$ cat config.mk
export PLATFORM = sky130hd
export DESIGN_NAME = matched_filter_trigger
export DESIGN_NICKNAME = d
export VERILOG_FILES = /design/src/rtl/mf_trigger_pkg.sv /design/src/rtl/mf_trigger_outreg.sv /design/src/rtl/matched_filter_trigger.sv
export SDC_FILE = /design/constraint.sdc
export NUM_CORES = 1
export LEC_CHECK = 0
export CAP_MARGIN = 20
export CORE_ASPECT_RATIO = 1.4
export CORE_MARGIN = 2
export CORE_UTILIZATION = 40
export DETAILED_ROUTE_END_ITERATION = 7
export DONT_BUFFER_PORTS = 1
export PLACE_DENSITY = 0.63
export RECOVER_POWER = 25
export SYNTH_ARGS = -nofsm -noshare
export SYNTH_HDL_FRONTEND = slang
export SYNTH_SLANG_ARGS = --single-unit
$ cat constraint.sdc
create_clock -name clk_i -period 12.3 [get_ports clk_i]
set_input_delay 2.46 -clock clk_i [delete_from_list [all_inputs] [get_ports clk_i]]
set_output_delay 2.46 -clock clk_i [all_outputs]
set_load 0.02 [all_outputs]
$ cat src/rtl/mf_trigger_pkg.sv
// Shared types for the matched-filter trigger: FSM states, trigger record layout
// and the drop counter width.
package mf_trigger_pkg;

   localparam int MF_INBITS    = 16;
   localparam int MF_TIME_BITS = 32;
   localparam int DROP_BITS    = 8;

   typedef enum logic [1:0] {
      ST_IDLE    = 2'd0,
      ST_ARMED   = 2'd1,
      ST_SEARCH  = 2'd2,
      ST_HOLDOFF = 2'd3
   } mf_state_e;

   // ts is {cycle, lane} of the peak sample
   typedef struct packed {
      logic [MF_TIME_BITS:0] ts;
      logic [MF_INBITS-1:0]  peak;
   } mf_record_t;

   localparam int REC_BITS = $bits(mf_record_t);

endpackage

$ cat src/rtl/mf_trigger_outreg.sv
// One-entry valid/ready holding register for trigger records, counting records
// that arrive while an unaccepted one is still held.
module mf_trigger_outreg
   import mf_trigger_pkg::*;
#(
   parameter int REC_W = REC_BITS
) (
   input  logic                 clk_i,
   input  logic                 rst_ni,
   input  logic                 push_i,
   input  logic [REC_W-1:0]     rec_i,
   input  logic                 ready_i,
   output logic                 valid_o,
   output logic [REC_W-1:0]     rec_o,
   output logic [DROP_BITS-1:0] drop_count_o
);

   always_ff @(posedge clk_i or negedge rst_ni) begin
      if (!rst_ni) begin
         valid_o      <= 1'b0;
         rec_o        <= '0;
         drop_count_o <= '0;
      end else begin
         if (push_i) begin
            // an acceptance on this edge frees the slot for the new record
            if (valid_o && !ready_i) begin
               if (drop_count_o != '1)
                  drop_count_o <= drop_count_o + DROP_BITS'(1);
            end else begin
               valid_o <= 1'b1;
               rec_o   <= rec_i;
            end
         end else if (valid_o && ready_i) begin
            valid_o <= 1'b0;
         end
      end
   end

endmodule

$ cat src/rtl/matched_filter_trigger.sv
// Threshold-excursion peak finder on the two-lane matched filter output; emits one
// {timestamp, peak} record per excursion.
//
// state   | meaning
// IDLE    | disabled; waits for enable
// ARMED   | looking for the first over-threshold sample
// SEARCH  | tracking the peak until a sample falls to/below threshold or the cap
// HOLDOFF | ignoring input for holdoff_i further cycles after a record
module matched_filter_trigger
   import mf_trigger_pkg::*;
#(
   parameter int INBITS       = MF_INBITS,
   parameter int TIME_BITS    = MF_TIME_BITS,
   parameter int HOLDOFF_BITS = 8,
   parameter int MAX_SEARCH   = 32
) (
   input  logic                    clk_i,
   input  logic                    rst_ni,
   input  logic [INBITS-1:0]       in0_i,
   input  logic [INBITS-1:0]       in1_i,
   input  logic                    enable_i,
   input  logic [INBITS-1:0]       threshold_i,
   input  logic [HOLDOFF_BITS-1:0] holdoff_i,
   output logic                    trig_valid_o,
   input  logic                    trig_ready_i,
   output logic [TIME_BITS:0]      trig_time_o,
   output logic [INBITS-1:0]       trig_peak_o,
   output logic [7:0]              drop_count_o
);

   localparam int SRCH_BITS = $clog2(MAX_SEARCH + 1);
   localparam logic [SRCH_BITS-1:0] SRCH_LOAD = SRCH_BITS'(MAX_SEARCH - 1);

   logic signed [INBITS-1:0] in0_q, in1_q;
   logic signed [INBITS-1:0] peak_q, peak_d;
   logic [TIME_BITS-1:0]     cyc_q, ts_q;
   logic [TIME_BITS-1:0]     pt_q, pt_d;
   logic                     lane_q, lane_d;
   logic                     over0, over1;
   logic                     end_s, push_d, push_q;
   mf_state_e                state_q, state_d;
   logic [SRCH_BITS-1:0]     srch_q, srch_d;
   logic [HOLDOFF_BITS-1:0]  hold_q, hold_d;
   mf_record_t               rec_q, out_rec;
   logic [REC_BITS-1:0]      out_vec;

   // input pair and the cycle stamp it was sampled under travel together
   always_ff @(posedge clk_i or negedge rst_ni) begin
      if (!rst_ni) begin
         in0_q <= '0;
         in1_q <= '0;
         ts_q  <= '0;
         cyc_q <= '0;
      end else begin
         in0_q <= in0_i;
         in1_q <= in1_i;
         ts_q  <= cyc_q;
         if (enable_i)
            cyc_q <= cyc_q + TIME_BITS'(1);
      end
   end

   assign over0 = in0_q > $signed(threshold_i);
   assign over1 = in1_q > $signed(threshold_i);

   always_ff @(posedge clk_i or negedge rst_ni) begin
      if (!rst_ni) begin
         state_q <= ST_IDLE;
         peak_q  <= '0;
         lane_q  <= 1'b0;
         pt_q    <= '0;
         srch_q  <= '0;
         hold_q  <= '0;
         push_q  <= 1'b0;
         rec_q   <= '0;
      end else begin
         state_q <= state_d;
         peak_q  <= peak_d;
         lane_q  <= lane_d;
         pt_q    <= pt_d;
         srch_q  <= srch_d;
         hold_q  <= hold_d;
         push_q  <= push_d;
         if (push_d) begin
            rec_q.ts   <= {pt_d, lane_d};
            rec_q.peak <= peak_d;
         end
      end
   end

   always_comb begin
      state_d = state_q;
      peak_d  = peak_q;
      lane_d  = lane_q;
      pt_d    = pt_q;
      srch_d  = srch_q;
      hold_d  = hold_q;
      end_s   = 1'b0;

      case (state_q)
         ST_IDLE: state_d = ST_ARMED;

         ST_ARMED: begin
            if (over0) begin
               peak_d = in0_q;
               lane_d = 1'b0;
               pt_d   = ts_q;
               if (over1) begin
                  if (in1_q > in0_q) begin
                     peak_d = in1_q;
                     lane_d = 1'b1;
                  end
                  state_d = ST_SEARCH;
                  srch_d  = SRCH_LOAD;
               end else begin
                  end_s = 1'b1;
               end
            end else if (over1) begin
               peak_d  = in1_q;
               lane_d  = 1'b1;
               pt_d    = ts_q;
               state_d = ST_SEARCH;
               srch_d  = SRCH_LOAD;
            end
         end

         ST_SEARCH: begin
            // lane 1 is only considered while lane 0 keeps the excursion alive
            if (!over0) begin
               end_s = 1'b1;
            end else begin
               if (in0_q > peak_q) begin
                  peak_d = in0_q;
                  lane_d = 1'b0;
                  pt_d   = ts_q;
               end
               if (!over1) begin
                  end_s = 1'b1;
               end else begin
                  if (in1_q > peak_d) begin
                     peak_d = in1_q;
                     lane_d = 1'b1;
                     pt_d   = ts_q;
                  end
                  if (srch_q == '0)
                     end_s = 1'b1;
                  else
                     srch_d = srch_q - SRCH_BITS'(1);
               end
            end
         end

         ST_HOLDOFF: begin
            if (hold_q == '0)
               state_d = ST_ARMED;
            else
               hold_d = hold_q - HOLDOFF_BITS'(1);
         end

         default: state_d = ST_IDLE;
      endcase

      if (end_s) begin
         state_d = ST_HOLDOFF;
         hold_d  = holdoff_i;
      end

      // disabling mid-search discards the excursion without a record
      push_d = end_s & enable_i;
      if (!enable_i)
         state_d = ST_IDLE;
   end

   mf_trigger_outreg #(
      .REC_W (REC_BITS)
   ) u_outreg (
      .clk_i        (clk_i),
      .rst_ni       (rst_ni),
      .push_i       (push_q),
      .rec_i        (rec_q),
      .ready_i      (trig_ready_i),
      .valid_o      (trig_valid_o),
      .rec_o        (out_vec),
      .drop_count_o (drop_count_o)
   );

   assign out_rec     = out_vec;
   assign trig_time_o = out_rec.ts;
   assign trig_peak_o = out_rec.peak;

endmodule

Word-level counts from Yosys, hierarchy flattened
Cells that the tools add are included.
W data, S select, Z words.
{"block": "word_totals", "inputBits": 60, "output_inout_bits": 58, "register_bits": 269, "elab_cells": 104}
{"block": "classes", "mux": 49, "eq_ne": 13, "bitwise_logic": 2, "n_reduce_logical": 15, "add_sub_neg": 4, "n_lt_le_gt_ge": 5}
{"operator": "$mux W32", "n": 6}
{"operator": "$mux W16", "n": 10}
{"operator": "$gt A16 B16 Y1", "n": 5}
{"operator": "$pmux W32 S2", "n": 1}
{"operator": "$add A32 B1 Y32 const B", "n": 1}
{"operator": "$pmux W16 S2", "n": 1}
{"operator": "$mux W6", "n": 4}
{"operator": "$mux W8", "n": 3}
{"operator": "$mux W1", "n": 16}
{"operator": "$ne A2 B2 Y1 const B", "n": 6}
{"operator": "$pmux W6 S2", "n": 1}
{"operator": "$add A8 B1 Y8 const B", "n": 1}
{"operator": "$logic_not A8 Y1", "n": 1}
{"operator": "$mux W2", "n": 4}
{"operator": "$ne A4 B4 Y1 const B", "n": 2}
{"operator": "$ne A8 B8 Y1 const B", "n": 1}
{"operator": "$sub A8 B1 Y8 const B", "n": 1}
{"operator": "$logic_not A6 Y1", "n": 1}
{"operator": "$pmux W2 S3", "n": 1}
{"operator": "$reduce_and A2 Y1", "n": 3}
{"operator": "$reduce_and A3 Y1", "n": 2}
{"operator": "$reduce_bool A2 Y1", "n": 3}
{"operator": "$sub A6 B1 Y6 const B", "n": 1}
{"operator": "$ne A5 B1 Y1 const B", "n": 1}
{"operator": "other kinds (9)", "n": 12}

Logic depth before layout (Yosys ltp)
{"block": "logic_depth", "word_depth": 9, "ltp_mapped": 24, "ltp_nobuf": 19}

Cells and area by module
From an unflattened synthesis, not the netlist that was laid out.
{"block": "unflattened", "cells_unflattened": 1250, "hier_area_um2": 14003.4}
{"mod": "matched_filter_trigger", "seq_area_each_um2": 5280.1, "area_each_um2": 11746.3, "cells_each": 1104, "n_inst": 1}
{"mod": "mf_trigger_outreg", "seq_area_each_um2": 1451.4, "area_each_um2": 2257.2, "cells_each": 146, "n_inst": 1}

Worst setup path before layout
OpenSTA, ideal clock, no wires.
{"block": "synth_path", "kind": "input -> register", "from": "input port threshold_i[7]", "to": "register rec_q[0] in the netlist's numbering", "setup_ns": 0.125, "cell_stages": 13, "path_slack_ns": 7.061, "path_buffers": 3, "t_arrival_ns": 5.115, "t_required_ns": 12.175, "cell_sequence": "inv_1 ha_1 a21oi_1 o21ai_0 a21o_1 or4_4 and3_1 buf_4 a311oi_4 and2_1 buf_4 buf_6 mux2_2"}
{"block": "synth_between", "elab_chain_cells": 5, "word_cells_on_any_way": 14, "classes_between": "order compare: 2; mux: 11; bitwise: 1"}
{"element": "start, declared", "line_no": "matched_filter_trigger.sv:22", "text": "input logic [INBITS-1:0] threshold_i,"}
{"element": "$gt A16 B16 Y1", "line_no": "matched_filter_trigger.sv:64", "text": "assign over1 = in1_q > $signed(threshold_i);"}
{"element": "$mux W1 (on tied branches)", "line_no": "matched_filter_trigger.sv:137, matched_filter_trigger.sv:108"}
{"element": "$mux W1 (on tied branches)", "line_no": "matched_filter_trigger.sv:129, matched_filter_trigger.sv:104"}
{"element": "$pmux W1 S2", "line_no": "matched_filter_trigger.sv:100", "text": "case (state_q)"}
{"element": "$and A1 B1 Y1", "line_no": "matched_filter_trigger.sv:169", "text": "push_d = end_s & enable_i;"}
{"element": "end, declared", "line_no": "matched_filter_trigger.sv:44", "text": "mf_record_t rec_q, out_rec;"}
Several ways; a longest one is shown, not always the timed one.
A chain may end at the register's enable or synchronous reset.

Worst setup path in the final report
{"block": "layout_path", "from": "register peak_q[15]", "to": "register peak_q[8]"}
{"block": "layout_between", "elab_chain_cells": 9}
{"element": "start, declared", "line_no": "matched_filter_trigger.sv:35", "text": "logic signed [INBITS-1:0] peak_q, peak_d;"}
{"element": "start signal, assigned", "line_no": "matched_filter_trigger.sv:78", "text": "peak_q <= peak_d;"}
{"element": "$gt A16 B16 Y1", "line_no": "matched_filter_trigger.sv:132", "text": "if (in0_q > peak_q) begin"}
{"element": "$mux W16 *", "line_no": "matched_filter_trigger.sv:132"}
{"element": "$mux W16 *", "line_no": "matched_filter_trigger.sv:129", "text": "if (!over0) begin"}
{"element": "$mux W16 *", "line_no": "matched_filter_trigger.sv:100"}
{"element": "$gt A16 B16 Y1", "line_no": "matched_filter_trigger.sv:140", "text": "if (in1_q > peak_d) begin"}
{"element": "$mux W16", "line_no": "matched_filter_trigger.sv:140"}
{"element": "$mux W16 *", "line_no": "matched_filter_trigger.sv:137", "text": "if (!over1) begin"}
{"element": "$mux W16 *", "line_no": "matched_filter_trigger.sv:129"}
{"element": "$pmux W16 S2 *", "line_no": "matched_filter_trigger.sv:100"}
{"element": "net peak_d[8]", "line_no": "matched_filter_trigger.sv:35"}
Mark *: on every way through the listed nets, which the timed path passes. The rest lies on a longest branch. The select of a mux whose other input is x is not followed.

==> flow_summary.json <==
{
  "switchingPower_mw": 1.21,
  "crit_required_ps": 12770,
  "skew_ps": 12.5,
  "dr.pass1.iters": 6,
  "drv_slew": 0,
  "drcViolationCount": 0,
  "core_area_sq_mm": 0.0341,
  "vias": 9940,
  "syn-instance-count": 1339,
  "avgSynthCellArea_sq_um": 10.3,
  "globalplace.congestion": 0.905,
  "setup_tns_ps": 0,
  "finalWirelength_um": 31900,
  "antenna_cells": 0,
  "final-setup-viol-count": 0,
  "io_buffers": 0,
  "crit_arrival_ps": 6780,
  "max_stage_delay_ps": 800,
  "crit_family": "simple AND/OR/NAND/NOR gates",
  "postRouteAntennaNets": 0,
  "period_share": 0.513,
  "die_width_um": 161,
  "share_comb_of_total_power": 0.301,
  "worstMarginPinSlew_ps": 1110,
  "crit_slowest_cell": "nor2_1",
  "synthFlopType": "dfrtp_1",
  "syn-cell-area_sq_mm": 0.0138,
  "p_int_mw": 2.01,
  "hold_buffers": 0,
  "final-instance-count-excl-fill": 1783,
  "drive_above_1_share": 0.103,
  "grt_pass1_wl_um": 52900,
  "drv_cap": 0,
  "final_common_cell": "dfrtp_1",
  "yosysTopAreaCell": "dfrtp_1",
  "cts_buffer_depth": 3,
  "gr-total-overflow": 0,
  "clock_sinks": 269,
  "swShare": 0.376,
  "post-dp-hpwl_um": 21600,
  "rsz0062_at_grt": "no",
  "wl_per_cell_um": 17.9,
  "path_cells": "inv_1, ha_1, nand4_1, nor4_1, a21boi_0, o41ai_1, or2_2, nor2_1, a21oi_1, ha_1, nand4_1, nor4_2, o21ai_1, and4_1, a211oi_2, a211oi_1, nor2_1, o211ai_1, a31oi_1",
  "p_leak_nw": 7.05,
  "critPathKind": "reg2reg",
  "yosysTopAreaCellShare": 0.486,
  "cts_root_buf": "clkbuf_16",
  "clk_pin_slew_ps": 60,
  "clkLatencyLatePin_ps": 570,
  "relSlewSlack": 0.260,
  "hold_path.class": "reg2reg",
  "power.density_mw_per_mm2": 213,
  "cts_tree": "yes",
  "max_freq_mhz": 158,
  "ys_seq_elements": 269,
  "dp.cells": 1732,
  "cp_max_fo": 36,
  "grt_pass1_vias": 9975,
  "final_cell_mix": "dfrtp_1 (269), nand2_1 (125), nor2_1 (100)",
  "min_period_ps": 6310,
  "end_kind": "flop",
  "start_util": 0.405,
  "cts_made_buffers": 28,
  "critPathLaunchType": "flop",
  "grt_max_degree": 270,
  "ioPinCount": 118,
  "hold_viol": 0,
  "fin_nets": 1460,
  "seqPwrFrac": 0.433,
  "outcome": "finished, final reports clean",
  "synth_nets": 1488,
  "synthTopCellsByArea": "dfrtp_1 (49%), ha_1 (8.0%), mux2_2 (4.3%)",
  "fillCellCount": 3183,
  "die_y_um": 224,
  "power_mw": 3.22,
  "h-tree-depth": 1,
  "path_buf_inv": 1,
  "ir_worst_vdd_uv": 139,
  "yosys_warnings": 0,
  "ys_seq_area_frac": 0.486,
  "die-area_sq_mm": 0.0361,
  "cts_setup_buffers": 0,
  "area_delta_synth_final_pct": 9.25,
  "p_clk_frac": 0.267,
  "async_flop_share": 1.00,
  "grt.total_usage": 0.180,
  "drtIter0Drc": 942,
  "ctsResizeCount": 0,
  "row_count": 80,
  "synthDistinctLibCells": 67,
  "synth_edf_count": 0,
  "vias_per_cell": 5.57,
  "grt_antenna_before_repair": 0
}
[state kept, by name, summed over array words and instances (netlist names)]
name,cells
in0_q,16
state_q,2
srch_q,6
cyc_q,32
u_outreg.rec_o,49
peak_q,16
u_outreg.drop_count_o,8
ts_q,32
lane_q,1
push_q,1
u_outreg.valid_o,1
in1_q,16
pt_q,32
rec_q,49
hold_q,8
[synth_stat cells, types with 36 or more instances]
cell type,number
a31oi_1,62
clkbuf_1,36
o21ai_0,73
a21oi_1,57
inv_1,67
nand2_1,126
nor2b_1,36
xnor2_1,40
dfrtp_1,269
nor2_1,101
mux2_2,53
ha_1,89
[routing by layer]
metal | track usage | part of all wire | vias to the layer above
met3 | 0.0235 | 0.045 | 66
met4 | 0.0645 | 0.028 | 0
li1 | - | - | 4758
met1 | 0.230 | 0.43 | 4844
met5 | 0 | 0 | -
met2 | 0.310 | 0.50 | 272
[power by group through the flow]
stage	clock, mW	combinational [mW]	sequential (mW)
after global routing	0.927	1.10	1.43
after global placement	0	0.942	1.40
final	0.859	0.967	1.39
after CTS	0.893	0.974	1.40
after detailed placement	0	0.971	1.41
after floorplan	0	0.777	1.33
[worst reg2reg max path, cell delays in order, from the launching register on]
cell and delay, ps:
dfrtp_1 460, inv_1 110, ha_1 310, nand4_1 150, nor4_1 470, a21boi_0 310, o41ai_1 120, or2_2 530
nor2_1 180, a21oi_1 60, ha_1 340, nand4_1 200, nor4_2 390, o21ai_1 130, and4_1 180, a211oi_2 680
a211oi_1 270, nor2_1 800, o211ai_1 290, a31oi_1 240
[cell families after synthesis]
group           synth area share
simple gates               0.132
fa+ha+maj                 0.0805
flops                      0.486
mux                       0.0663
buf+inv                   0.0418
compound gates             0.163
xor+xnor                  0.0297
[final timing paths]
check	cells past startpoint	endpoint	start	slack, ps
setup / recovery	19	peak_q[8]	peak_q[15]	5990
hold / removal	0	ts_q[31]	cyc_q[31]	410
setup reg to reg	19	peak_q[8]	peak_q[15]	5990
hold reg to reg	0	ts_q[31]	cyc_q[31]	410
max in group asynchronous	0	ts_q[25]	rst_ni	10120
min in group asynchronous	0	in1_q[10]	rst_ni	1600
[per-stage QoR]
stage                     area [sq um]  hold WS (ps)  utilization  worst slack (ps)
final                            15100           406        0.443              5990
after global routing             15100           427        0.443              5360
after CTS                        15100           410        0.443              6090
after detailed placement         14200           394        0.415              5550
after global placement           14100           385        0.415              5660
after floorplan                  13800           373            -              7060
[cell type report]
type / instances / area [sq um] / share of cell area
Multi-Input combinational cell: 935 / 6550 / 0.433
Tap cell: 451 / 564 / 0.0373
Inverter: 68 / 255 / 0.0169
Sequential cell: 269 / 6730 / 0.445
Clock buffer: 41 / 810 / 0.0535
Timing Repair Buffer: 9 / 77.6 / 0.00513
Clock inverter: 10 / 135 / 0.00894
Power figures use the tool's default switching activity.
